--- src/rtl/calc_rr_scheduler_pkg.sv ---
// calc_pkg: shared op/state encodings and sizing helper for the calculator scheduler
package calc_pkg;
    typedef enum logic [1:0] {OP_ADD, OP_SUB, OP_OR, OP_EQ} calc_op_t;
    typedef enum logic [1:0] {S_IDLE, S_EXEC, S_RESP} sched_state_t;
    function automatic int id_width(input int n);
        return (n > 1) ? $clog2(n) : 1;
    endfunction
endpackage

--- src/rtl/calc_rr_scheduler_if.sv ---
// calc_rr_scheduler_if: request and response channels between requesters, scheduler and consumer
interface calc_rr_scheduler_if #(parameter int NUM_REQ = 2, parameter int WIDTH = 4);
    import calc_pkg::*;
    localparam int ID_W = id_width(NUM_REQ);
    logic [NUM_REQ-1:0]       req_valid;
    logic [NUM_REQ-1:0]       req_ready;
    logic [NUM_REQ*WIDTH-1:0] req_a;
    logic [NUM_REQ*WIDTH-1:0] req_b;
    logic [NUM_REQ*2-1:0]     req_op;
    logic                     resp_valid;
    logic                     resp_ready;
    logic [WIDTH-1:0]         resp_data;
    logic [ID_W-1:0]          resp_id;
    modport master (
        output req_valid, req_a, req_b, req_op, resp_ready,
        input  req_ready, resp_valid, resp_data, resp_id
    );
    modport slave (
        input  req_valid, req_a, req_b, req_op, resp_ready,
        output req_ready, resp_valid, resp_data, resp_id
    );
endinterface

--- src/rtl/calc_rr_scheduler_alu.sv ---
// calc_alu: combinational add/sub/or/compare, all results modulo 2**WIDTH
module calc_alu import calc_pkg::*; #(parameter int WIDTH = 4) (
    input  logic [WIDTH-1:0] a,
    input  logic [WIDTH-1:0] b,
    input  calc_op_t         op,
    output logic [WIDTH-1:0] y
);
    // compare yields 0 on equality, 1 otherwise
    always_comb
        y = (op == OP_ADD) ? a + b :
            (op == OP_SUB) ? a - b :
            (op == OP_OR)  ? a | b : WIDTH'(a != b);
endmodule

--- src/rtl/calc_rr_scheduler.sv ---
// calc_rr_scheduler: round-robin sharing of one calculator ALU between NUM_REQ requesters
module calc_rr_scheduler import calc_pkg::*; #(
    parameter int NUM_REQ = 2,
    parameter int WIDTH   = 4
) (
    input  logic clk,
    input  logic rst_n,
    input  logic ena,
    output logic busy,
    calc_rr_scheduler_if.slave bus
);
    localparam int ID_W = id_width(NUM_REQ);

    sched_state_t     state_q, state_d;
    logic [ID_W-1:0]  rr_ptr_q, gnt_idx, id_q;
    logic [WIDTH-1:0] a_q, b_q, alu_res;
    calc_op_t         op_q;
    logic             grant;

    // rotate so rr_ptr sits at bit 0, take the lowest valid, rotate the index back
    function automatic logic [ID_W-1:0] rr_pick(input logic [NUM_REQ-1:0] v, input logic [ID_W-1:0] p);
        logic [2*NUM_REQ-1:0] dbl;
        int hit;
        dbl = {v, v} >> p;
        hit = 0;
        for (int i = NUM_REQ - 1; i >= 0; i--)
            if (dbl[i]) hit = i;
        return ID_W'((hit + int'(p)) % NUM_REQ);
    endfunction

    assign gnt_idx        = rr_pick(bus.req_valid, rr_ptr_q);
    assign grant          = rst_n && ena && state_q == S_IDLE && |bus.req_valid;
    assign bus.req_ready  = grant ? NUM_REQ'(1) << gnt_idx : '0;
    assign bus.resp_valid = state_q == S_RESP;
    assign busy           = state_q != S_IDLE;

    calc_alu #(.WIDTH(WIDTH)) u_alu (.a(a_q), .b(b_q), .op(op_q), .y(alu_res));

    // IDLE waits for a grant, EXEC is a single ALU cycle, RESP holds until consumed
    always_comb begin
        state_d = S_IDLE;
        case (state_q)
            S_IDLE:  state_d = grant ? S_EXEC : S_IDLE;
            S_EXEC:  state_d = S_RESP;
            S_RESP:  state_d = bus.resp_ready ? S_IDLE : S_RESP;
            default: state_d = S_IDLE;
        endcase
    end

    // state, operand capture on grant, and result registration at the end of EXEC
    always_ff @(posedge clk or negedge rst_n) begin
        if (!rst_n) begin
            state_q       <= S_IDLE;
            rr_ptr_q      <= '0;
            a_q           <= '0;
            b_q           <= '0;
            op_q          <= OP_ADD;
            id_q          <= '0;
            bus.resp_data <= '0;
            bus.resp_id   <= '0;
        end else begin
            state_q <= state_d;
            if (grant) begin
                a_q      <= bus.req_a[gnt_idx*WIDTH +: WIDTH];
                b_q      <= bus.req_b[gnt_idx*WIDTH +: WIDTH];
                op_q     <= calc_op_t'(bus.req_op[gnt_idx*2 +: 2]);
                id_q     <= gnt_idx;
                rr_ptr_q <= ID_W'((int'(gnt_idx) + 1) % NUM_REQ);
            end
            if (state_q == S_EXEC) begin
                bus.resp_data <= alu_res;
                bus.resp_id   <= id_q;
            end
        end
    end
endmodule

--- src/flat_wrapper.sv ---
// flat-port wrapper written by rule: the top's interface ports become plain ports
module calc_rr_scheduler_flat import calc_pkg::*;
#(
    parameter int NUM_REQ = 2,
    parameter int WIDTH   = 4
)
  (clk, rst_n, ena, busy, bus_req_valid, bus_req_a, bus_req_b, bus_req_op, bus_resp_ready, bus_req_ready, bus_resp_valid, bus_resp_data, bus_resp_id);
  calc_rr_scheduler_if #(.NUM_REQ(NUM_REQ), .WIDTH(WIDTH)) bus_i ();
  input  logic clk;
  input  logic rst_n;
  input  logic ena;
  output logic busy;
  input wire logic [$bits(bus_i.req_valid)-1:0] bus_req_valid;
  input wire logic [$bits(bus_i.req_a)-1:0] bus_req_a;
  input wire logic [$bits(bus_i.req_b)-1:0] bus_req_b;
  input wire logic [$bits(bus_i.req_op)-1:0] bus_req_op;
  input wire logic [$bits(bus_i.resp_ready)-1:0] bus_resp_ready;
  output wire logic [$bits(bus_i.req_ready)-1:0] bus_req_ready;
  output wire logic [$bits(bus_i.resp_valid)-1:0] bus_resp_valid;
  output wire logic [$bits(bus_i.resp_data)-1:0] bus_resp_data;
  output wire logic [$bits(bus_i.resp_id)-1:0] bus_resp_id;
  assign bus_i.req_valid = bus_req_valid;
  assign bus_i.req_a = bus_req_a;
  assign bus_i.req_b = bus_req_b;
  assign bus_i.req_op = bus_req_op;
  assign bus_i.resp_ready = bus_resp_ready;
  assign bus_req_ready = bus_i.req_ready;
  assign bus_resp_valid = bus_i.resp_valid;
  assign bus_resp_data = bus_i.resp_data;
  assign bus_resp_id = bus_i.resp_id;
  calc_rr_scheduler #(.NUM_REQ(NUM_REQ), .WIDTH(WIDTH)) u_core (.clk(clk), .rst_n(rst_n), .ena(ena), .busy(busy), .bus(bus_i));
endmodule
--- config.mk ---
export PLATFORM = sky130hd
export DESIGN_NAME = calc_rr_scheduler_flat
export DESIGN_NICKNAME = d
export VERILOG_FILES = /design/src/rtl/calc_rr_scheduler_pkg.sv /design/src/rtl/calc_rr_scheduler_if.sv /design/src/rtl/calc_rr_scheduler_alu.sv /design/src/rtl/calc_rr_scheduler.sv /design/src/flat_wrapper.sv
export SDC_FILE = /design/constraint.sdc
export NUM_CORES = 1
export LEC_CHECK = 0
export BUFFER_PORTS_ARGS = -buffer_cell sky130_fd_sc_hd__buf_2
export CORE_ASPECT_RATIO = 0.9
export CORE_MARGIN = 2
export CORE_UTILIZATION = 40
export DETAILED_ROUTE_END_ITERATION = 8
export PLACE_DENSITY_LB_ADDON = 0.2
export SETUP_SLACK_MARGIN = 0.5
export SKIP_CTS_REPAIR_TIMING = 1
export SYNTH_ARGS = -nofsm -noshare
export SYNTH_HDL_FRONTEND = slang
export SYNTH_SLANG_ARGS = --single-unit
--- constraint.sdc ---
create_clock -name clk -period 4.3 [get_ports clk]
set_clock_uncertainty 0.15 [all_clocks]
set_input_delay 0.215 -clock clk [delete_from_list [all_inputs] [get_ports clk]]
set_output_delay 0.215 -clock clk [all_outputs]
set_load 0.005 [all_outputs]
==> flow_metrics.env <==
export IMPL_status="completed"
export IMPL_grtUsageTotal=0.144
export IMPL_utilization=0.486
export IMPL_yosysWarnings=0
export IMPL_grt_pass1_wl_mm=4.08
export IMPL_cp_end_kind="primary output"
export IMPL_ys_ff_latch=19
export IMPL_final_min_clock_period_ns=2.41
export IMPL_rr_startpoint="u_core.a_q[0]"
export IMPL_placed_cell_area_um2=1410
export IMPL_crit_fanout=25
export IMPL_reg2reg_slack_ns=2.36
export IMPL_cp_slowest_cell="o2111a_2"
export IMPL_critPathKind="input port to primary output"
export IMPL_post_route_period_util=0.560
export IMPL_yosysTopAreaCell="dfrtp_1"
export IMPL_finalInstanceArea_um2=1460
export IMPL_min_from="bus_req_b[6]"
export IMPL_drt_wl_total_mm=2.31
export IMPL_wire_per_inst_um=11.5
export IMPL_nNetsFinal=197
export IMPL_chipWidth_um=62.4
export IMPL_grt_overflow_total=0
export IMPL_r2r_end="u_core.bus.resp_data[1]"
export IMPL_drv_cap=0
export IMPL_rr_worst_depth=6
export IMPL_cts_buffer_depth=2
export IMPL_slew_headroom=0.529
export IMPL_synth_cells_most_frequent="dfrtp_1, nor2_1, a21oi_1"
export IMPL_setup_violations=0
export IMPL_cpPeakStageDelay_ns=0.55
export IMPL_ctsRootBufferMaster="clkbuf_4"
export IMPL_dieHeight_um=56.6
export IMPL_dr_pass1_iters=4
export IMPL_fillCellCount=298
export IMPL_synth_fp_nets=161
export IMPL_cp_arrival_ns=2.04
export IMPL_yosys_most_used_dff="dfrtp_1"
export IMPL_whs_path_depth=3
export IMPL_area_delta_synth_final_pct=18.7
export IMPL_worstHoldPathType="input port to register"
export IMPL_rsz0062_at_grt="false"
export IMPL_antenna_cells=0
export IMPL_routed_via_density=4.51
export IMPL_cts_tree="yes"
export IMPL_place_gp_congestion=0.739
export IMPL_peakVddDrop_uv=199
export IMPL_fmax_mhz=415
export IMPL_drtIter0Drc=19
export IMPL_hold_viol=0
export IMPL_synthArstFlopShare=1.00
export IMPL_fin_tns_setup_ns=0
export IMPL_coreArea_um2=3000
export IMPL_ant_nets=0
export IMPL_die_area_um2=3530
export IMPL_drc=0
export IMPL_clk_pin_slew_ns=0.10
export IMPL_detailed_place_hpwl_mm=1.87
export IMPL_min_to="u_core.b_q[2]"
export IMPL_post_synth_cell_area_avg_um2=9.98
export IMPL_worstPathRequired_ns=3.93
export IMPL_cts_sinks=19
export IMPL_yosys_top_cells_area="dfrtp_1, ha_1, mux2i_1"
export IMPL_clock_latency_ns=0.29
export IMPL_path_common_cell="buf_2"
export IMPL_dr_total_vias=902
export IMPL_drv_slew=0
export IMPL_ys_seq_area_frac=0.387
export IMPL_power_density_nw_per_um2=501
export IMPL_io_pin_count=35
export IMPL_start_kind="input port"
export IMPL_cp_cell_sequence="dlygate4sd3_1 > buf_2 > o2111a_2 > nor2b_1 > buf_2"
export IMPL_synth_top_area_share=0.387
export IMPL_netlist_area_um2=1230
export IMPL_antenna_found_initial=0
export IMPL_synth_edf_count=0
export IMPL_place_port_buffers=34
export IMPL_p_leak_nw=0.761
export IMPL_cts_made_buffers=3
export IMPL_htreeDepth=1
export IMPL_grt_max_degree=26
export IMPL_start_util=0.410
export IMPL_hold_slack_ns=0.0746
export IMPL_rows=19
export IMPL_p_total_mw=0.730
export IMPL_drive_gt1_frac=0.297
export IMPL_worst_pin_slew_ns=0.706
export IMPL_ys_types=35
export IMPL_grt_pass1_vias=899
export IMPL_synth_cells=123
==> kinds of logic (layout without fill, tap and decap cells) <==
family          Yosys count  in the layout  share of synthesized area
flops                    19             19                      0.387
simple gates             35             35                      0.143
xor+xnor                  2              2                     0.0143
buf+inv                  18             53                     0.0724
compound gates           24             24                      0.141
fa+ha+maj                12             12                      0.135
mux                      13             13                      0.108
==> flip-flops by register name, summed over array words and instances, names as in the netlist <==
name                  cells
u_core.bus.resp_data      4
u_core.state_q            2
u_core.id_q               1
u_core.a_q                4
u_core.b_q                4
u_core.op_q               2
u_core.bus.resp_id        1
u_core.rr_ptr_q           1
==> how the worst max path moves through the flow <==
| stage | endpoint | startpoint | slack (ns) |
|---|---|---|---|
| after detailed placement | u_core.bus.resp_data[1] | u_core.b_q[0] | 2.38 |
| final | bus_req_ready[0] | rst_n | 1.89 |
| after floorplan | u_core.bus.resp_data[1] | u_core.b_q[0] | 2.49 |
| after global routing | bus_req_ready[0] | rst_n | 1.74 |
| after global placement | u_core.bus.resp_data[1] | u_core.b_q[0] | 2.39 |
| after CTS | bus_req_ready[0] | u_core.state_q[1] | 2.19 |
==> power breakdown <==
group	switching (mW)	internal [mW]
combinational	0.181	0.175
sequential	0.0509	0.236
clock	0.0508	0.0360
==> through the flow <==
stage,instances,setup WS (ns)
finish,200,1.89
global route,200,1.74
CTS,198,2.19
detailed placement,194,2.38
global placement,194,2.39
floorplan,123,2.49
==> routing by layer <==
metal	vias up	track usage	wire, µm
met5	-	0	0
met4	0	0.00952	0
met3	0	0.0481	143
met2	30	0.242	1070
met1	392	0.189	1090
li1	480	-	-
==> placed cells by master, fill, tap and decap left out, drive strengths merged, types with 2 or more instances in the layout <==
cell / count
buf: 34
nor2: 19
dfrtp: 19
a21oi: 13
inv: 13
mux2i: 11
ha: 10
nand2: 4
nand2b: 4
clkbuf: 4
o21ai: 4
o22a: 2
fa: 2
dlygate4sd3: 2
mux2: 2
nor3: 2
o31ai: 2
==> critical path, delay by kind of cell <==
family,cells,cell delay [ns]
buffers and inverters,3,1.04
AO/OA/AOI/OAI,1,0.55
AND/OR/NAND/NOR,1,0.23
==> final cells by class <==
| type | instances | area [µm²] | share of cell area |
|---|---|---|---|
| multi-input combinational | 86 | 663 | 0.455 |
| sequential | 19 | 475 | 0.326 |
| inverter | 13 | 48.8 | 0.0335 |
| tap | 42 | 52.6 | 0.0361 |
| timing repair buffer | 36 | 190 | 0.131 |
| clock buffer | 4 | 26.3 | 0.0180 |
No activity file was read; power rests on OpenSTA's default activity.
